<file path="config.mk">
export PLATFORM = sky130hd
export DESIGN_NAME = armleocpu_decode
export DESIGN_NICKNAME = d
export VERILOG_FILES = /design/src/rtl/armleocpu_decode_pkg.sv /design/src/rtl/armleocpu_decode_imm.sv /design/src/rtl/armleocpu_decode.sv
export SDC_FILE = /design/constraint.sdc
export NUM_CORES = 1
export LEC_CHECK = 0
export BUFFER_PORTS_ARGS = -buffer_cell sky130_fd_sc_hd__buf_2
export CAP_MARGIN = 5
export CORE_ASPECT_RATIO = 1.4
export CORE_MARGIN = 2
export CORE_UTILIZATION = 47
export DETAILED_ROUTE_END_ITERATION = 8
export PLACE_DENSITY = 0.82
export SLEW_MARGIN = 20
export SYNTH_ARGS = -nofsm -noshare
export SYNTH_HDL_FRONTEND = slang
export SYNTH_HIERARCHICAL = 1
export SYNTH_SLANG_ARGS = --single-unit
</file>
<file path="constraint.sdc">
create_clock -name clk -period 2 [get_ports clk]
set_clock_uncertainty 0.05 [all_clocks]
set_input_delay 0.1 -clock clk [delete_from_list [all_inputs] [get_ports clk]]
set_output_delay 0.1 -clock clk [all_outputs]
set_load 0.01 [all_outputs]
</file>
<file path="src/rtl/armleocpu_decode_pkg.sv">
// Shared decode-stage constants: command encodings, stage type codes, RV32I
// opcodes, the stage FSM state type and a serializing-instruction helper.
package armleocpu_decode_pkg;

  localparam int unsigned F2E_TYPE_WIDTH = 2;
  localparam int unsigned D2E_TYPE_WIDTH = 2;
  localparam int unsigned D2F_CMD_WIDTH  = 2;

  // Decode/execute -> fetch commands
  localparam logic [D2F_CMD_WIDTH-1:0] D2F_CMD_NONE         = 2'd0;
  localparam logic [D2F_CMD_WIDTH-1:0] D2F_CMD_START_BRANCH = 2'd1;
  localparam logic [D2F_CMD_WIDTH-1:0] D2F_CMD_FLUSH        = 2'd2;

  // Fetch result kinds
  localparam logic [F2E_TYPE_WIDTH-1:0] F2E_TYPE_INSTR             = 2'd0;
  localparam logic [F2E_TYPE_WIDTH-1:0] F2E_TYPE_INTERRUPT_PENDING = 2'd1;

  // Decode result kinds
  localparam logic [D2E_TYPE_WIDTH-1:0] D2E_TYPE_INSTR             = 2'd0;
  localparam logic [D2E_TYPE_WIDTH-1:0] D2E_TYPE_ILLEGAL           = 2'd1;
  localparam logic [D2E_TYPE_WIDTH-1:0] D2E_TYPE_FETCH_ERROR       = 2'd2;
  localparam logic [D2E_TYPE_WIDTH-1:0] D2E_TYPE_INTERRUPT_PENDING = 2'd3;

  // RV32I major opcodes
  localparam logic [6:0] OPCODE_LUI      = 7'b0110111;
  localparam logic [6:0] OPCODE_AUIPC    = 7'b0010111;
  localparam logic [6:0] OPCODE_JAL      = 7'b1101111;
  localparam logic [6:0] OPCODE_JALR     = 7'b1100111;
  localparam logic [6:0] OPCODE_BRANCH   = 7'b1100011;
  localparam logic [6:0] OPCODE_LOAD     = 7'b0000011;
  localparam logic [6:0] OPCODE_STORE    = 7'b0100011;
  localparam logic [6:0] OPCODE_OP_IMM   = 7'b0010011;
  localparam logic [6:0] OPCODE_OP       = 7'b0110011;
  localparam logic [6:0] OPCODE_MISC_MEM = 7'b0001111;
  localparam logic [6:0] OPCODE_SYSTEM   = 7'b1110011;

  typedef enum logic {
    STATE_RUN       = 1'b0,
    STATE_WAIT_EXEC = 1'b1
  } state_t;

  // Instructions after which fetch must wait for execute to redirect it
  function automatic logic is_serializing(input logic [D2E_TYPE_WIDTH-1:0] dtype,
                                          input logic [31:0] instr);
    logic fence_i;
    fence_i = (instr[6:0] == OPCODE_MISC_MEM) && (instr[14:12] == 3'b001);
    return (dtype != D2E_TYPE_INSTR) || (instr[6:0] == OPCODE_SYSTEM) || fence_i;
  endfunction

endpackage

</file>
<file path="src/rtl/armleocpu_decode_imm.sv">
// Combinational immediate and result-type decode.
// Ports: instr (fetched word), fetch_type / resp (fetch status)
//        -> imm (sign-extended immediate), dtype (decode result kind).
module armleocpu_decode_imm
  import armleocpu_decode_pkg::*;
(
  input  logic [31:0]               instr,
  input  logic [F2E_TYPE_WIDTH-1:0] fetch_type,
  input  logic [3:0]                resp,
  output logic [31:0]               imm,
  output logic [D2E_TYPE_WIDTH-1:0] dtype
);

  logic illegal;

  // Immediate by instruction format; unknown opcodes decode as illegal
  always_comb begin
    imm     = 32'd0;
    illegal = 1'b0;
    case (instr[6:0])
      OPCODE_LOAD, OPCODE_OP_IMM, OPCODE_JALR, OPCODE_SYSTEM:
        imm = {{20{instr[31]}}, instr[31:20]};
      OPCODE_STORE:
        imm = {{20{instr[31]}}, instr[31:25], instr[11:7]};
      OPCODE_BRANCH:
        imm = {{19{instr[31]}}, instr[31], instr[7], instr[30:25], instr[11:8], 1'b0};
      OPCODE_LUI, OPCODE_AUIPC:
        imm = {instr[31:12], 12'd0};
      OPCODE_JAL:
        imm = {{11{instr[31]}}, instr[31], instr[19:12], instr[20], instr[30:21], 1'b0};
      OPCODE_OP, OPCODE_MISC_MEM:
        imm = 32'd0;
      default:
        illegal = 1'b1;
    endcase
    if (instr[1:0] != 2'b11) begin
      illegal = 1'b1;
    end
  end

  // Interrupt beats fetch error beats illegal encoding
  always_comb begin
    dtype = D2E_TYPE_INSTR;
    if (fetch_type == F2E_TYPE_INTERRUPT_PENDING) begin
      dtype = D2E_TYPE_INTERRUPT_PENDING;
    end else if (resp != 4'd0) begin
      dtype = D2E_TYPE_FETCH_ERROR;
    end else if (illegal) begin
      dtype = D2E_TYPE_ILLEGAL;
    end
  end

endmodule

</file>
<file path="src/rtl/armleocpu_decode.sv">
// Decode stage: registers fetched instructions toward execute, issues
// synchronous regfile reads, holds fetch after serializing instructions and
// forwards execute's branch/flush commands to fetch.
// Ports: clk, rst_n (sync, active-low); f2d_* fetch result in; d2f_ready /
//        d2f_cmd / d2f_branchtarget to fetch; e2d_* from execute; d2e_*
//        registered decode result; rs1/rs2 read enables and addresses.
module armleocpu_decode
  import armleocpu_decode_pkg::*;
(
  input  logic                      clk,
  input  logic                      rst_n,

  input  logic                      f2d_valid,
  input  logic [F2E_TYPE_WIDTH-1:0] f2d_type,
  input  logic [31:0]               f2d_instr,
  input  logic [31:0]               f2d_pc,
  input  logic [3:0]                f2d_resp,

  output logic                      d2f_ready,
  output logic [D2F_CMD_WIDTH-1:0]  d2f_cmd,
  output logic [31:0]               d2f_branchtarget,

  input  logic                      e2d_ready,
  input  logic [D2F_CMD_WIDTH-1:0]  e2d_cmd,
  input  logic [31:0]               e2d_branchtarget,

  output logic                      d2e_valid,
  output logic [D2E_TYPE_WIDTH-1:0] d2e_type,
  output logic [31:0]               d2e_instr,
  output logic [31:0]               d2e_pc,
  output logic [31:0]               d2e_imm,
  output logic [4:0]                d2e_rd,
  output logic [4:0]                d2e_rs1,
  output logic [4:0]                d2e_rs2,

  output logic                      rs1_read,
  output logic                      rs2_read,
  output logic [4:0]                rs1_addr,
  output logic [4:0]                rs2_addr
);

  state_t                    state;
  logic                      can_accept;
  logic                      accept;
  logic                      cmd_active;
  logic [31:0]               dec_imm;
  logic [D2E_TYPE_WIDTH-1:0] dec_type;

  armleocpu_decode_imm u_imm (
    .instr      (f2d_instr),
    .fetch_type (f2d_type),
    .resp       (f2d_resp),
    .imm        (dec_imm),
    .dtype      (dec_type)
  );

  assign can_accept = !d2e_valid || e2d_ready;
  assign cmd_active = (e2d_cmd != D2F_CMD_NONE);

  // Fetch handshake; an execute command overrides everything and drops f2d
  always_comb begin
    d2f_ready        = 1'b0;
    d2f_cmd          = D2F_CMD_NONE;
    d2f_branchtarget = 32'd0;
    accept           = 1'b0;
    if (rst_n) begin
      if (cmd_active) begin
        d2f_ready        = 1'b1;
        d2f_cmd          = e2d_cmd;
        d2f_branchtarget = e2d_branchtarget;
      end else if (state == STATE_RUN) begin
        d2f_ready = can_accept;
        accept    = f2d_valid && can_accept;
      end
    end
  end

  // Regfile read is launched in the accept cycle so data lines up with d2e
  assign rs1_read = accept;
  assign rs2_read = accept;
  assign rs1_addr = f2d_instr[19:15];
  assign rs2_addr = f2d_instr[24:20];

  // Stage state and output register
  always_ff @(posedge clk) begin
    if (!rst_n) begin
      state     <= STATE_RUN;
      d2e_valid <= 1'b0;
      d2e_type  <= D2E_TYPE_INSTR;
      d2e_instr <= 32'd0;
      d2e_pc    <= 32'd0;
      d2e_imm   <= 32'd0;
      d2e_rd    <= 5'd0;
      d2e_rs1   <= 5'd0;
      d2e_rs2   <= 5'd0;
    end else if (cmd_active) begin
      state     <= STATE_RUN;
      d2e_valid <= 1'b0;
    end else if (accept) begin
      d2e_valid <= 1'b1;
      d2e_type  <= dec_type;
      d2e_instr <= f2d_instr;
      d2e_pc    <= f2d_pc;
      d2e_imm   <= dec_imm;
      d2e_rd    <= f2d_instr[11:7];
      d2e_rs1   <= f2d_instr[19:15];
      d2e_rs2   <= f2d_instr[24:20];
      if (is_serializing(dec_type, f2d_instr)) begin
        state <= STATE_WAIT_EXEC;
      end
    end else if (d2e_valid && e2d_ready) begin
      d2e_valid <= 1'b0;
    end
  end

endmodule

</file>
==> metrics.txt <==
worst slew pin tran=0.496 ns; Static Leak=3.23 nW; hold path startpoint=f2d_instr[11]; Crit Path Class=flip-flop to output pin; Combinational Power Share=16.4%; relative slew slack=66.9%; Worst Hold Class=primary input to flip-flop; R2R Path Start=state; most numerous cell in the Yosys netlist=a21oi_1; starting density of the core=48.1%; hold path cells=3; Filler cells=984; Power Density=617 nW/um^2; Routed Wire Length=19,400 um; Slowest-stage cell, CP=dfxtp_1; fraction of registers with async set/reset=0%; RSZ-0062 raised after global routing=false; status=finished, final reports clean; Clock Tree Root=clkbuf_16; xor/xnor share of the synthesized area=0.161%; Util after Layout=64.2%; dpl hpwl=12,400 um; ANT nets after route=0; Via-to-Cell Ratio=6.04; CTS tree=built; Die Ht=131 um; nets=970; crit-path cells=nand2b_4 > nand2_1 > nor2_1 > buf_2; Placed Cells=951; post-synth top area share=36.9%; Slew Limit Fails=0; pin count of the biggest net entering global routing=102; IO buf count=268; GRT Total Usage=29.9%; FMAX=0.582 GHz; number of synthesis warnings=6; count of cell types in the netlist=51; CORE AREA=11,300 sq um; dominant cell type by area after synthesis=dfxtp_1; post-synthesis sequential area ratio=36.9%; CTS Buffer Depth=2; initial antenna violation count=0; Net Sw Power=0.00126 W; cells after synthesis=633; clk slew on worst S/H paths=0.07 ns; sequential share of power=45.6%; Iter 0 DRT Violations=697; CTS buffer count=9; num rows=46; drt wl/cell=19.2 um; # IOs=269; Mapped Area=5430 sq um; final setup fails=0; post-synthesis adder-cell area fraction=0%; Clk network pwr share=38.0%; Reg2Reg Depth=4; CTS resizes=0; final hold vios=0; total number of H-tree levels=3; CP startpoint kind=flip-flop; Die Area=12,400 sq um; Final min period=1.72 ns; Worst-Skew Late Latency=0.34 ns; vias in the first global route=5,562; largest family of logic cells by synthesized area=compound AO/OA/AOI/OAI gates; Hold Path End=d2e_instr[11]; Setup TNS=0 ns; top cells by area, synth=dfxtp_1 (37%), o31ai_1 (14%), nand4_1 (11%), a21oi_1 (9.3%), and2_1 (3.7%); Die Wd=94.8 um; Synth-to-Final Area Change=33.5%; antenna cells=0; commonest cells in the netlist=a21oi_1 (101), dfxtp_1 (100), nand4_1 (99); Sinks on Clock Net=100; Simple-Gate Fraction of Synth Area=21.0%; post-synthesis mux area share=0.277%; EDFF count, synth=0; Max Cap Viol=0; Sw Share=28.1%; GR Overflow Total=0; Setup crit end kind=output pin; CP max FO=32; Int Pwr=0.00321 W; Vias=6,103; Worst EP required=1.85 ns; count of state elements after synthesis=100; first-pass GRT wire length=29,800 um; CP max stage delay=0.35 ns; RD Place Congestion=0.941; Tcrit/Tclk final=85.8%; Syn Area/Cell=8.57 sq um; layout cell share with drive strength beyond 1=38.6%; syn nets=741; Synth Area in Compound Gates=28.9%; Reg2Reg Setup Slack=0.48 ns; CP arrival=1.57 ns; First-pass DRT Iterations=7; worst r2r dst=d2e_imm[7]; # DRC=0; Most used DFF post-synth=dfxtp_1; Layout Cells excl Fill=1,011; VDD IR max=0.000496 V
==> metrics by stage <==
stage | hold WS [ns] | total power, W | area (sq um) | setup WS, ns
after floorplan | 0.200 | 0.00247 | 5430 | 0.433
after global placement | 0.307 | 0.00273 | 6520 | 0.273
after detailed placement | 0.313 | 0.00273 | 6520 | 0.226
after CTS | 0.000603 | 0.00448 | 7240 | 0.311
after global routing | 0.000294 | 0.00462 | 7240 | 0.196
final | 0.00452 | 0.00447 | 7240 | 0.283
==> metal layers <==
layer	global-route usage, %	vias up	routed length [um]
li1	-	2860	-
met1	37.7	2842	7290
met2	49.9	371	9690
met3	7.51	30	1970
met4	9.02	0	452
met5	0	-	0
==> worst max-delay path: cells and delay by family, from the launching register on <==
kind	cells	cell delay, ns
DFF	1	0.35
buffers and inverters	1	0.18
and+or+nand+nor	3	0.68
==> registers in the layout, indices dropped and copies added (netlist names) <==
signal	flops
d2e_imm	32
d2e_instr	32
d2e_pc	32
d2e_type	2
d2e_valid	1
state	1
==> cell families (layout without fill, tap and decap cells) <==
| kind of cell | Yosys count | in the layout |
|---|---|---|
| AO/OA/AOI/OAI | 237 | 237 |
| AND/OR/NAND/NOR | 180 | 180 |
| buffers and inverters | 114 | 348 |
| flip-flops | 100 | 100 |
| XOR/XNOR | 1 | 1 |
| multiplexers | 1 | 1 |
==> power groups by stage <==
stage,Combinational [W],Sequential (W),Clock (W)
after floorplan,0.000374,0.00210,0
after detailed placement,0.000652,0.00208,0
after global placement,0.000646,0.00208,0
final,0.000734,0.00204,0.00170
after CTS,0.000719,0.00204,0.00172
after global routing,0.000782,0.00204,0.00180
==> placed cells by master (no fill, tap or decap), types with 11 or more instances in the layout <==
cell,count
and2_1,32
dfxtp_1,100
dlygate4sd3_1,44
nand4_1,99
buf_4,12
buf_2,268
o31ai_1,98
a21oi_1,101
a21o_2,11
==> final cells by class <==
| type | instances | area [sq um] | area share (%) |
|---|---|---|---|
| Inverter | 2 | 7.51 | 0.104 |
| Tap cell | 144 | 180 | 2.49 |
| Timing Repair Buffer | 330 | 1990 | 27.5 |
| Clock inverter | 6 | 47.5 | 0.656 |
| Clock buffer | 10 | 239 | 3.30 |
| Sequential cell | 100 | 2000 | 27.6 |
| Multi-Input combinational cell | 419 | 2780 | 38.3 |
==> how the worst max path moves through the flow <==
| stage | endpoint | start | cells after the start | slack (ns) |
|---|---|---|---|---|
| 2_1_floorplan | state | f2d_instr[3] | 6 | 0.43 |
| 3_3_place_gp | state | f2d_instr[2] | 6 | 0.27 |
| 3_5_place_dp | state | f2d_instr[2] | 6 | 0.23 |
| 4_1_cts | rs2_read | d2e_valid | 4 | 0.31 |
| 5_1_grt | rs1_read | d2e_valid | 4 | 0.20 |
| 6_report | rs2_read | d2e_valid | 4 | 0.28 |
==> repair_timing <==
action	CTS	global route
buffers inserted	0	0
hold buffers	44	0
endpoints found under the hold margin	44	0
No activity file was read; power rests on OpenSTA's default activity.
